--- config.mk ---
export PLATFORM = sky130hd
export DESIGN_NAME = uart_cmd_ctrl
export DESIGN_NICKNAME = d
export VERILOG_FILES = /design/src/rtl/uart_cmd_pkg.sv /design/src/rtl/uart_tx_seq.sv /design/src/rtl/uart_cmd_ctrl.sv
export SDC_FILE = /design/constraint.sdc
export NUM_CORES = 1
export LEC_CHECK = 0
export BUFFER_PORTS_ARGS = -buffer_cell sky130_fd_sc_hd__buf_2
export CORE_UTILIZATION = 35
export CTS_CLUSTER_DIAMETER = 60
export DETAILED_ROUTE_END_ITERATION = 6
export GPL_ROUTABILITY_DRIVEN = 0
export PLACE_DENSITY_LB_ADDON = 0.08
export SLEW_MARGIN = 30
export SYNTH_ARGS = -nofsm -noshare
export SYNTH_HDL_FRONTEND = slang
export SYNTH_HIERARCHICAL = 1
export SYNTH_SLANG_ARGS = --single-unit
--- constraint.sdc ---
create_clock -name clk -period 6.43 [get_ports clk]
set_clock_uncertainty 0.1 [all_clocks]
set_input_delay 0.9645 -clock clk [delete_from_list [all_inputs] [get_ports clk]]
set_output_delay 0.9645 -clock clk [all_outputs]
set_load 0.03 [all_outputs]
--- src/rtl/uart_cmd_pkg.sv ---
`default_nettype none
// +------------------------------------------------------------------+
// | uart_cmd_pkg : shared states, command/reply codes, frame length   |
// | Rev 1.0      : optional UART_CMD_CHECKSUM_EN adds a frame XOR byte|
// +------------------------------------------------------------------+
package uart_cmd_pkg;

  typedef enum logic [3:0] {
    ST_IDLE     = 4'd0,
    ST_RX_CMD   = 4'd1,
    ST_RX_ARG   = 4'd2,
    ST_DECODE   = 4'd3,
    ST_CFG      = 4'd4,
    ST_GEN      = 4'd5,
    ST_RESP     = 4'd6,
    ST_GEN_WAIT = 4'd7,
    ST_GEN_TX   = 4'd8,
    ST_TX_CHK   = 4'd9
  } state_e;

  typedef enum logic [1:0] {
    TX_IDLE = 2'd0,
    TX_LOAD = 2'd1,
    TX_ACK  = 2'd2,
    TX_DONE = 2'd3
  } tx_state_e;

  localparam logic [7:0] CMD_GEN  = 8'h01;
  localparam logic [7:0] CMD_CFG  = 8'h02;
  localparam logic [7:0] CMD_PING = 8'h03;

  localparam logic [7:0] RSP_ACK  = 8'h06;
  localparam logic [7:0] RSP_PING = 8'h5A;
  localparam logic [7:0] RSP_ERR  = 8'hEE;

  localparam logic [7:0] SYNC_BYTE_DEF = 8'hA5;

`ifdef UART_CMD_CHECKSUM_EN
  localparam int FRAME_LEN = 7;
`else
  localparam int FRAME_LEN = 6;
`endif

  // Index of the last byte collected in RX_ARG (sync and cmd excluded)
  localparam logic [2:0] ARG_LAST_IDX = 3'(FRAME_LEN - 3);

  function automatic logic [7:0] sat_inc8(input logic [7:0] v);
    return (v == 8'hFF) ? v : v + 8'd1;
  endfunction

endpackage
`default_nettype wire

--- src/rtl/uart_tx_seq.sv ---
`default_nettype none
// +------------------------------------------------------------------+
// | uart_tx_seq : one-byte transmit handshake with re-pulse on no ack |
// | Rev 1.0                                                           |
// +------------------------------------------------------------------+
module uart_tx_seq
  import uart_cmd_pkg::*;
(
  input  logic       clk,
  input  logic       rst_n,
  input  logic       byte_valid,
  input  logic [7:0] byte_data,
  output logic       byte_done,
  output logic [7:0] tx_data,
  output logic       tx_data_en,
  input  logic       tx_busy
);

  tx_state_e  state_q, state_d;
  logic [7:0] data_q, data_d;
  logic [2:0] retry_q, retry_d;

  always_ff @(posedge clk) begin
    if (!rst_n) begin
      state_q <= TX_IDLE;
      data_q  <= '0;
      retry_q <= '0;
    end else begin
      state_q <= state_d;
      data_q  <= data_d;
      retry_q <= retry_d;
    end
  end

  always_comb begin
    state_d    = state_q;
    data_d     = data_q;
    retry_d    = retry_q;
    tx_data_en = 1'b0;
    byte_done  = 1'b0;
    case (state_q)
      TX_IDLE: begin
        if (byte_valid) begin
          data_d  = byte_data;
          state_d = TX_LOAD;
        end
      end
      TX_LOAD: begin
        if (!tx_busy) begin
          tx_data_en = 1'b1;
          retry_d    = '0;
          state_d    = TX_ACK;
        end
      end
      TX_ACK: begin
        // Eight cycles without busy means the launch was missed: pulse again
        if (tx_busy)               state_d = TX_DONE;
        else if (retry_q == 3'd7)  state_d = TX_LOAD;
        else                       retry_d = retry_q + 3'd1;
      end
      TX_DONE: begin
        if (!tx_busy) begin
          byte_done = 1'b1;
          state_d   = TX_IDLE;
        end
      end
      default: state_d = TX_IDLE;
    endcase
  end

  assign tx_data = data_q;

endmodule
`default_nettype wire

--- src/rtl/uart_cmd_ctrl.sv ---
`default_nettype none
// +------------------------------------------------------------------+
// | uart_cmd_ctrl : host frame parser, config/generator control and   |
// | word serializer. Option macro: UART_CMD_CHECKSUM_EN. Rev 1.0      |
// +------------------------------------------------------------------+
module uart_cmd_ctrl
  import uart_cmd_pkg::*;
#(
  parameter int         WORD_BYTES  = 16,
  parameter int         TIMEOUT_CYC = 1000000,
  parameter logic [7:0] SYNC_BYTE   = SYNC_BYTE_DEF
) (
  input  logic                    clk,
  input  logic                    rst_n,
  input  logic [7:0]              rx_data,
  input  logic                    rx_data_en,
  output logic [7:0]              tx_data,
  output logic                    tx_data_en,
  input  logic                    tx_busy,
  output logic                    gen_start,
  output logic [31:0]             gen_count,
  input  logic                    gen_valid,
  input  logic [8*WORD_BYTES-1:0] gen_data,
  output logic                    gen_ready,
  output logic                    cfg_we,
  output logic [31:0]             cfg_data,
  output logic                    busy,
  output logic [7:0]              err_cnt
);

  localparam int              BI_W      = (WORD_BYTES > 1) ? $clog2(WORD_BYTES) : 1;
  localparam logic [BI_W-1:0] BYTE_LAST = BI_W'(WORD_BYTES - 1);
  localparam int              TW        = $clog2(TIMEOUT_CYC + 1);
  localparam logic [TW-1:0]   TMO_LAST  = TW'(TIMEOUT_CYC - 1);

  state_e                  state_q, state_d;
  logic [7:0]              cmd_q, cmd_d;
  logic [31:0]             arg_q, arg_d;
  logic [2:0]              arg_idx_q, arg_idx_d;
  logic [TW-1:0]           tmo_cnt_q, tmo_cnt_d;
  logic [7:0]              err_cnt_q, err_cnt_d;
  logic [31:0]             cfg_data_q, cfg_data_d;
  logic [31:0]             gen_count_q, gen_count_d;
  logic [31:0]             word_cnt_q, word_cnt_d;
  logic [8*WORD_BYTES-1:0] word_q, word_d;
  logic [BI_W-1:0]         byte_idx_q, byte_idx_d;
  logic [7:0]              reply_q, reply_d;

  logic       err_inc;
  logic       frame_ok;
  logic       byte_valid;
  logic [7:0] byte_out;
  logic       byte_done;

`ifdef UART_CMD_CHECKSUM_EN
  logic [7:0] rx_chk_q, rx_chk_d;
  logic       chk_ok_q, chk_ok_d;
  logic [7:0] tx_xor_q, tx_xor_d;

  always_ff @(posedge clk) begin
    if (!rst_n) begin
      rx_chk_q <= '0;
      chk_ok_q <= 1'b0;
      tx_xor_q <= '0;
    end else begin
      rx_chk_q <= rx_chk_d;
      chk_ok_q <= chk_ok_d;
      tx_xor_q <= tx_xor_d;
    end
  end

  assign frame_ok = chk_ok_q;
`else
  assign frame_ok = 1'b1;
`endif

  always_ff @(posedge clk) begin
    if (!rst_n) begin
      state_q     <= ST_IDLE;
      cmd_q       <= '0;
      arg_q       <= '0;
      arg_idx_q   <= '0;
      tmo_cnt_q   <= '0;
      err_cnt_q   <= '0;
      cfg_data_q  <= '0;
      gen_count_q <= '0;
      word_cnt_q  <= '0;
      word_q      <= '0;
      byte_idx_q  <= '0;
      reply_q     <= '0;
    end else begin
      state_q     <= state_d;
      cmd_q       <= cmd_d;
      arg_q       <= arg_d;
      arg_idx_q   <= arg_idx_d;
      tmo_cnt_q   <= tmo_cnt_d;
      err_cnt_q   <= err_cnt_d;
      cfg_data_q  <= cfg_data_d;
      gen_count_q <= gen_count_d;
      word_cnt_q  <= word_cnt_d;
      word_q      <= word_d;
      byte_idx_q  <= byte_idx_d;
      reply_q     <= reply_d;
    end
  end

  always_comb begin
    state_d     = state_q;
    cmd_d       = cmd_q;
    arg_d       = arg_q;
    arg_idx_d   = arg_idx_q;
    tmo_cnt_d   = tmo_cnt_q;
    cfg_data_d  = cfg_data_q;
    gen_count_d = gen_count_q;
    word_cnt_d  = word_cnt_q;
    word_d      = word_q;
    byte_idx_d  = byte_idx_q;
    reply_d     = reply_q;
`ifdef UART_CMD_CHECKSUM_EN
    rx_chk_d    = rx_chk_q;
    chk_ok_d    = chk_ok_q;
    tx_xor_d    = tx_xor_q;
`endif
    err_inc     = 1'b0;
    gen_start   = 1'b0;
    gen_ready   = 1'b0;
    cfg_we      = 1'b0;
    byte_valid  = 1'b0;
    byte_out    = reply_q;

    case (state_q)
      ST_IDLE: begin
        if (rx_data_en && (rx_data == SYNC_BYTE)) begin
          tmo_cnt_d = '0;
          state_d   = ST_RX_CMD;
        end
      end

      ST_RX_CMD, ST_RX_ARG: begin
        if (rx_data_en) begin
          tmo_cnt_d = '0;
          if (state_q == ST_RX_CMD) begin
            cmd_d     = rx_data;
            arg_idx_d = '0;
            state_d   = ST_RX_ARG;
`ifdef UART_CMD_CHECKSUM_EN
            rx_chk_d  = rx_data;
`endif
          end else begin
`ifdef UART_CMD_CHECKSUM_EN
            if (arg_idx_q == ARG_LAST_IDX) begin
              chk_ok_d = (rx_chk_q == rx_data);
            end else begin
              arg_d[8*arg_idx_q[1:0] +: 8] = rx_data;
              rx_chk_d = rx_chk_q ^ rx_data;
            end
`else
            arg_d[8*arg_idx_q[1:0] +: 8] = rx_data;
`endif
            arg_idx_d = arg_idx_q + 3'd1;
            if (arg_idx_q == ARG_LAST_IDX) state_d = ST_DECODE;
          end
        end else if (tmo_cnt_q == TMO_LAST) begin
          err_inc = 1'b1;
          state_d = ST_IDLE;
        end else begin
          tmo_cnt_d = tmo_cnt_q + 1'b1;
        end
      end

      ST_DECODE: begin
        reply_d = RSP_ERR;
        state_d = ST_RESP;
        if (!frame_ok) begin
          err_inc = 1'b1;
        end else begin
          case (cmd_q)
            CMD_GEN: begin
              if (arg_q == 32'd0) begin
                err_inc = 1'b1;
              end else begin
                gen_count_d = arg_q;
                word_cnt_d  = arg_q;
                state_d     = ST_GEN;
              end
            end
            CMD_CFG: begin
              cfg_data_d = arg_q;
              state_d    = ST_CFG;
            end
            CMD_PING: reply_d = RSP_PING;
            default:  err_inc = 1'b1;
          endcase
        end
      end

      ST_CFG: begin
        cfg_we  = 1'b1;
        reply_d = RSP_ACK;
        state_d = ST_RESP;
      end

      ST_GEN: begin
        gen_start = 1'b1;
        state_d   = ST_GEN_WAIT;
      end

      ST_GEN_WAIT: begin
        // Ready follows valid so the handshake is a single cycle
        gen_ready = gen_valid;
        if (gen_valid) begin
          word_d     = gen_data;
          word_cnt_d = word_cnt_q - 32'd1;
          byte_idx_d = '0;
          state_d    = ST_GEN_TX;
`ifdef UART_CMD_CHECKSUM_EN
          tx_xor_d   = '0;
`endif
        end
      end

      ST_GEN_TX: begin
        byte_valid = 1'b1;
        byte_out   = word_q[8*byte_idx_q +: 8];
        if (byte_done) begin
`ifdef UART_CMD_CHECKSUM_EN
          tx_xor_d = tx_xor_q ^ byte_out;
`endif
          if (byte_idx_q == BYTE_LAST) begin
            byte_idx_d = '0;
`ifdef UART_CMD_CHECKSUM_EN
            state_d    = ST_TX_CHK;
`else
            state_d    = (word_cnt_q == 32'd0) ? ST_IDLE : ST_GEN_WAIT;
`endif
          end else begin
            byte_idx_d = byte_idx_q + 1'b1;
          end
        end
      end

      ST_RESP: begin
        byte_valid = 1'b1;
        if (byte_done) begin
`ifdef UART_CMD_CHECKSUM_EN
          tx_xor_d = reply_q;
          state_d  = ST_TX_CHK;
`else
          state_d  = ST_IDLE;
`endif
        end
      end

      ST_TX_CHK: begin
`ifdef UART_CMD_CHECKSUM_EN
        byte_valid = 1'b1;
        byte_out   = tx_xor_q;
`endif
        if (byte_done) state_d = (word_cnt_q == 32'd0) ? ST_IDLE : ST_GEN_WAIT;
      end

      default: state_d = ST_IDLE;
    endcase

    err_cnt_d = err_inc ? sat_inc8(err_cnt_q) : err_cnt_q;
  end

  uart_tx_seq u_tx_seq (
    .clk        (clk),
    .rst_n      (rst_n),
    .byte_valid (byte_valid),
    .byte_data  (byte_out),
    .byte_done  (byte_done),
    .tx_data    (tx_data),
    .tx_data_en (tx_data_en),
    .tx_busy    (tx_busy)
  );

  assign gen_count = gen_count_q;
  assign cfg_data  = cfg_data_q;
  assign busy      = (state_q != ST_IDLE);
  assign err_cnt   = err_cnt_q;

endmodule
`default_nettype wire

# Word level (Yosys, flattened, before mapping)
# Cells that the tools add are included.
[word_totals]
inputBits = 141
elab_cells = 147
register_bits = 324
[op_classes]
eq_ne = 38
shift = 3
reduce_logical = 28
mux = 53
addsub = 7
n_bitwise = 3
[ops]
columns = ["op", "count"]
rows = [
  ["$shiftx A128 B8 Y8", 1],
  ["$mux W32", 3],
  ["$logic_not A32 Y1", 2],
  ["$pmux W32 S2", 1],
  ["$mux W20", 3],
  ["$mux W4", 13],
  ["$pmux W20 S2", 1],
  ["$pmux W4 S9", 1],
  ["$neg A5 Y34", 1],
  ["$shift A8 B34 Y32 const A", 1],
  ["$shiftx A8 B34 Y32", 1],
  ["$bwmux W32", 1],
  ["$sub A32 B1 Y32 const B", 1],
  ["$ne A2 B2 Y1 const B", 13],
  ["$add A20 B1 Y20 const B", 1],
  ["$eq A20 B20 Y1 const B", 1],
  ["$eq A4 B3 Y1 const B", 4],
  ["$eq A8 B2 Y1 const B", 2],
  ["$eq A8 B8 Y1 const B", 2],
  ["$mux W8", 2],
  ["$pmux W8 S2", 1],
  ["$mux W3", 5],
  ["$reduce_and A3 Y1", 5],
  ["$eq A4 B4 Y1 const B", 3],
  ["other kinds (30)", 63],
]

# Longest topological paths before layout
[depth]
word_depth = 5
depth_mapped = 9
ltp_nobuf = 8

# By module
# Netlist, hierarchy kept.
[modules_own_cells]
columns = ["module", "seq_area_each_um2", "cells_each", "area_per_inst_um2", "n_inst"]
rows = [
  ["uart_cmd_ctrl", 6165.9, 1681, 13586.8, 1],
  ["uart_tx_seq", 260.2, 50, 581.8, 1],
]

# Worst setup path after synthesis
# No wires, ideal clock.
[synth_path]
path_type = "input to output"
startpoint = "input port gen_valid"
endpoint = "output port gen_ready"
arrival_time_ns = 1.972
slack_ns = 3.393
path_stages = 5
n_path_buf = 3
required_time_ns = 5.365
path_cell_list = "buf_1 > nand2_1 > inv_1 > clkbuf_1 > buf_2"
[synth_between]
elab_chain_cells = 1
[synth_lines]
columns = ["element", "line_no", "source"]
rows = [
  ["from (decl)", "uart_cmd_ctrl.sv:22", "input logic gen_valid,"],
  ["$mux W1", "uart_cmd_ctrl.sv:131", "case (state_q)"],
  ["to (decl)", "uart_cmd_ctrl.sv:24", "output logic gen_ready,"],
]
# Every way passes these cells.

==> report_table.html <==
<table>
<tr><th>Metric</th><th>Value</th></tr>
<tr><th colspan="2">Setup path</th></tr>
<tr><td>Sort of element at the start of the critical path</td><td>flip-flop</td></tr>
<tr><td>Required time of the critical path</td><td>5.37 ns</td></tr>
<tr><td>Cells along the critical path</td><td>and4b_1 &gt; nand2_4 &gt; inv_4 &gt; buf_2</td></tr>
<tr><td>Maximum fanout along the worst path</td><td>67</td></tr>
<tr><td>CP Class</td><td>reg -&gt; out</td></tr>
<tr><td>Largest stage delay, worst path</td><td>0.77 ns</td></tr>
<tr><td>CP Capture Type</td><td>output pin</td></tr>
<tr><td>Slowest cell on the critical path</td><td>and4b_1</td></tr>
<tr><td>CP arrival</td><td>3.43 ns</td></tr>
<tr><th colspan="2">Pwr</th></tr>
<tr><td>Power density over the cells</td><td>269 mW/mm2</td></tr>
<tr><td>Maximum ir drop on the vdd rail</td><td>0.176 mV</td></tr>
<tr><td>Power, Total</td><td>4.53 mW</td></tr>
<tr><td>Leak</td><td>6.17 nW</td></tr>
<tr><th colspan="2">Clock network</th></tr>
<tr><td>Sink Count</td><td>321</td></tr>
<tr><td>TritonCTS Buffers</td><td>39</td></tr>
<tr><td>Clock-pin slew of the registers on the worst-case setup and hold paths</td><td>0.06 ns</td></tr>
<tr><td>Post-CTS setup repair buffer count</td><td>0</td></tr>
<tr><td>Resize count post-CTS</td><td>0</td></tr>
<tr><td>Clock Latency Late Sink</td><td>0.55 ns</td></tr>
<tr><td>Number of buffers on the longest clock path</td><td>3</td></tr>
<tr><td>Root buf cell</td><td>clkbuf_16</td></tr>
<tr><td>Count of hold-fix buffers inserted at cts</td><td>0</td></tr>
<tr><td>CTS tree</td><td>built</td></tr>
<tr><td>Deepest level of the CTS H-tree</td><td>2</td></tr>
<tr><th colspan="2">Synth</th></tr>
<tr><td>Fraction of registers with async set/reset</td><td>0</td></tr>
<tr><td>Post-Synthesis Cells</td><td>1731</td></tr>
<tr><td>Number of synthesized register bits</td><td>321</td></tr>
<tr><td>Count of unique library cells instantiated by Yosys</td><td>80</td></tr>
<tr><td>Number of synthesis warnings</td><td>6</td></tr>
<tr><td>Synth Cell Area</td><td>0.0142 mm2</td></tr>
<tr><td>Nets in the synthesized netlist</td><td>1885</td></tr>
<tr><td>Number of enable-type register cells in the synthesized netlist</td><td>0</td></tr>
<tr><td>Synthesized area per cell</td><td>8.19 um2</td></tr>
<tr><td>Most common flop cell mapped by yosys</td><td>dfxtp_1</td></tr>
<tr><td>Fraction of the yosys area taken by sequential cells</td><td>0.454</td></tr>
<tr><th colspan="2">Global route</th></tr>
<tr><td>Total track usage</td><td>0.214</td></tr>
<tr><td>Number of global-route vias before repair</td><td>12200</td></tr>
<tr><td>Antenna violations before repair</td><td>0</td></tr>
<tr><td>Wire length of the first global-routing pass</td><td>69800 um</td></tr>
<tr><td>Pin count of the biggest net entering global routing</td><td>181</td></tr>
<tr><td>Overall overflow remaining after global route</td><td>0</td></tr>
<tr><th colspan="2">Die</th></tr>
<tr><td>Starting density of the core</td><td>0.356</td></tr>
<tr><td>Std cell rows</td><td>73</td></tr>
<tr><td>Die Wd</td><td>203 um</td></tr>
<tr><td>Die footprint</td><td>0.0413 mm2</td></tr>
<tr><td>Die Ht</td><td>203 um</td></tr>
<tr><td>I/O pin count</td><td>226</td></tr>
<tr><td>CORE AREA</td><td>0.0398 mm2</td></tr>
<tr><th colspan="2">Run status</th></tr>
<tr><td>Outcome</td><td>completed</td></tr>
<tr><th colspan="2">Routing</th></tr>
<tr><td>Detailed-routing iteration count for the pre-antenna-repair pass</td><td>5</td></tr>
<tr><td>DRC violation total after the first TritonRoute iteration</td><td>871</td></tr>
<tr><td>Wire per inst</td><td>18.3 um</td></tr>
<tr><td>WL final</td><td>44600 um</td></tr>
<tr><td>Detailed-route DRC error count</td><td>0</td></tr>
<tr><td>Average via count per standard cell</td><td>5.28</td></tr>
<tr><td>Routed Antenna Nets</td><td>0</td></tr>
<tr><td>Detailed-route via count</td><td>12900</td></tr>
<tr><th colspan="2">Finish</th></tr>
<tr><td>Area of all sequential standard cells</td><td>0.00643 mm2</td></tr>
<tr><td>P&amp;R area growth vs syn</td><td>18.7%</td></tr>
<tr><td>Final cell count without fillers</td><td>2439</td></tr>
<tr><td>Final #Nets</td><td>2045</td></tr>
<tr><td>Final Instance Area</td><td>0.0168 mm2</td></tr>
<tr><td>Share of post-route cells with drive strength above 1</td><td>0.192</td></tr>
<tr><td>End-of-flow core utilization</td><td>0.422</td></tr>
<tr><td>Most frequent cells in the layout</td><td>nand2_1, dfxtp_1, a21oi_1, buf_2, nand3_1</td></tr>
<tr><td>Count of fill cells added during filler insertion</td><td>4175</td></tr>
<tr><td>Commonest non-fill, non-tap cell in the layout</td><td>nand2_1</td></tr>
<tr><td>Count of antenna diodes in the layout</td><td>0</td></tr>
<tr><td>Total area of multi-input combinational cells</td><td>0.00723 mm2</td></tr>
<tr><th colspan="2">STA</th></tr>
<tr><td>Relative max-transition margin</td><td>0.305</td></tr>
<tr><td>Tightest Pin Transition</td><td>1.04 ns</td></tr>
<tr><td>Post-route worst setup slack</td><td>1.94 ns</td></tr>
<tr><td>Final-report hold violation count</td><td>0</td></tr>
<tr><td>Final worst-path cycle share</td><td>0.698</td></tr>
<tr><td>Final setup violation count</td><td>0</td></tr>
<tr><td>Min cycle time layout</td><td>4.49 ns</td></tr>
<tr><td>Count of pins over their slew limit</td><td>0</td></tr>
<tr><td>Maximum clock frequency</td><td>223 MHz</td></tr>
<tr><td>Setup TNS after final layout</td><td>0 ns</td></tr>
<tr><td>Setup repair after global routing missed its margin</td><td>no</td></tr>
<tr><td>Fin Hold WS</td><td>0.346 ns</td></tr>
<tr><th colspan="2">Placed design</th></tr>
<tr><td>DP Worst Slack</td><td>2.29 ns</td></tr>
<tr><td>Port buffer count</td><td>225</td></tr>
<tr><td>Total half-perimeter wirelength after legalization and detailed placement</td><td>29800 um</td></tr>
<tr><td>Placed cell count</td><td>2375</td></tr>
<tr><td>Placed inst area</td><td>0.0156 mm2</td></tr>
<tr><th colspan="2">Run</th></tr>
<tr><td>Max-cap violations</td><td>0</td></tr>
<tr><th colspan="2">Hold path</th></tr>
<tr><td>Hold Crit Class</td><td>reg -&gt; reg</td></tr>
</table>
[area by class of cell]
| type | count | area share |
|---|---|---|
| Multi-Input combinational cell | 1277 | 0.430 |
| Sequential cell | 321 | 0.382 |
| Timing Repair Buffer | 238 | 0.0732 |
| Clock buffer | 55 | 0.0657 |
| Tap cell | 525 | 0.0390 |
| Clock inverter | 9 | 0.00625 |
| Inverter | 14 | 0.00402 |
[logic make-up (layout without fill, tap and decap cells)]
group / Yosys count / count (layout) / share of synthesized area
simple gates: 781 / 781 / 0.249
compound gates: 413 / 413 / 0.163
flops: 321 / 321 / 0.454
buf+inv: 133 / 316 / 0.0384
mux: 58 / 58 / 0.0763
fa+ha+maj: 13 / 13 / 0.0115
xor+xnor: 12 / 12 / 0.00742
[flip-flops by register name, summed over array words and instances, names as in the netlist, 3 cells and up]
| register | count |
|---|---|
| word_cnt_q | 32 |
| tmo_cnt_q | 20 |
| cmd_q | 8 |
| cfg_data | 32 |
| byte_idx_q | 4 |
| gen_count | 32 |
| state_q | 4 |
| reply_q | 5 |
| arg_q | 32 |
| word_q | 128 |
| u_tx_seq/tx_data | 8 |
| arg_idx_q | 3 |
| u_tx_seq/retry_q | 3 |
| err_cnt | 8 |
[power by group]
part           switching, mW  internal, mW  total [mW]  leakage [nW]
clock                  0.862          1.27        2.13         0.595
combinational          0.235         0.117       0.352          2.99
sequential            0.0346          2.01        2.05          2.59
[critical path: cells and delay by family, from the launching register on]
family | cells | cell delay (ns)
simple gates | 2 | 1.21
buf+inv | 2 | 0.97
flops | 1 | 0.65
[synthesized netlist by cell type, types with 9 or more instances]
cell type  instances  area, um2
a21oi_1          284       1420
a31oi_1           12       75.1
and3_1            18        113
buf_2             30        150
clkbuf_1          82        308
dfxtp_1          321       6430
ha_1              13        163
inv_1             13       48.8
mux2i_1           18        180
mux4_2            40        901
nand2_1          488       1830
nand3_1           70        350
nand4_1            9       56.3
nor2_1            65        244
nor2b_1           13       81.3
nor3_1            21        105
nor4_1            21        131
o21ai_0           49        245
or3_1             10       62.6
or4_1              9       67.6
[final timing paths]
path / from / end / slack (ns) / depth (start not counted)
max: state_q[1]$_SDFFE_PN0P_ / gen_ready / 1.94 / 4
min: cfg_data[21]$_SDFFE_PN0P_ / cfg_data[21]$_SDFFE_PN0P_ / 0.35 / 2
max reg2reg: state_q[1]$_SDFFE_PN0P_ / byte_idx_q[3]$_SDFFE_PN0P_ / 2.30 / 7
min reg2reg: cfg_data[21]$_SDFFE_PN0P_ / cfg_data[21]$_SDFFE_PN0P_ / 0.35 / 2
[routing by layer]
| metal | vias up | track usage | wire (um) |
|---|---|---|---|
| li1 | 6373 | - | - |
| met1 | 6109 | 0.308 | 21400 |
| met2 | 329 | 0.333 | 20100 |
| met3 | 63 | 0.0272 | 2050 |
| met4 | 0 | 0.0679 | 1030 |
| met5 | - | 0 | 0 |
Power figures use the tool's default switching activity.
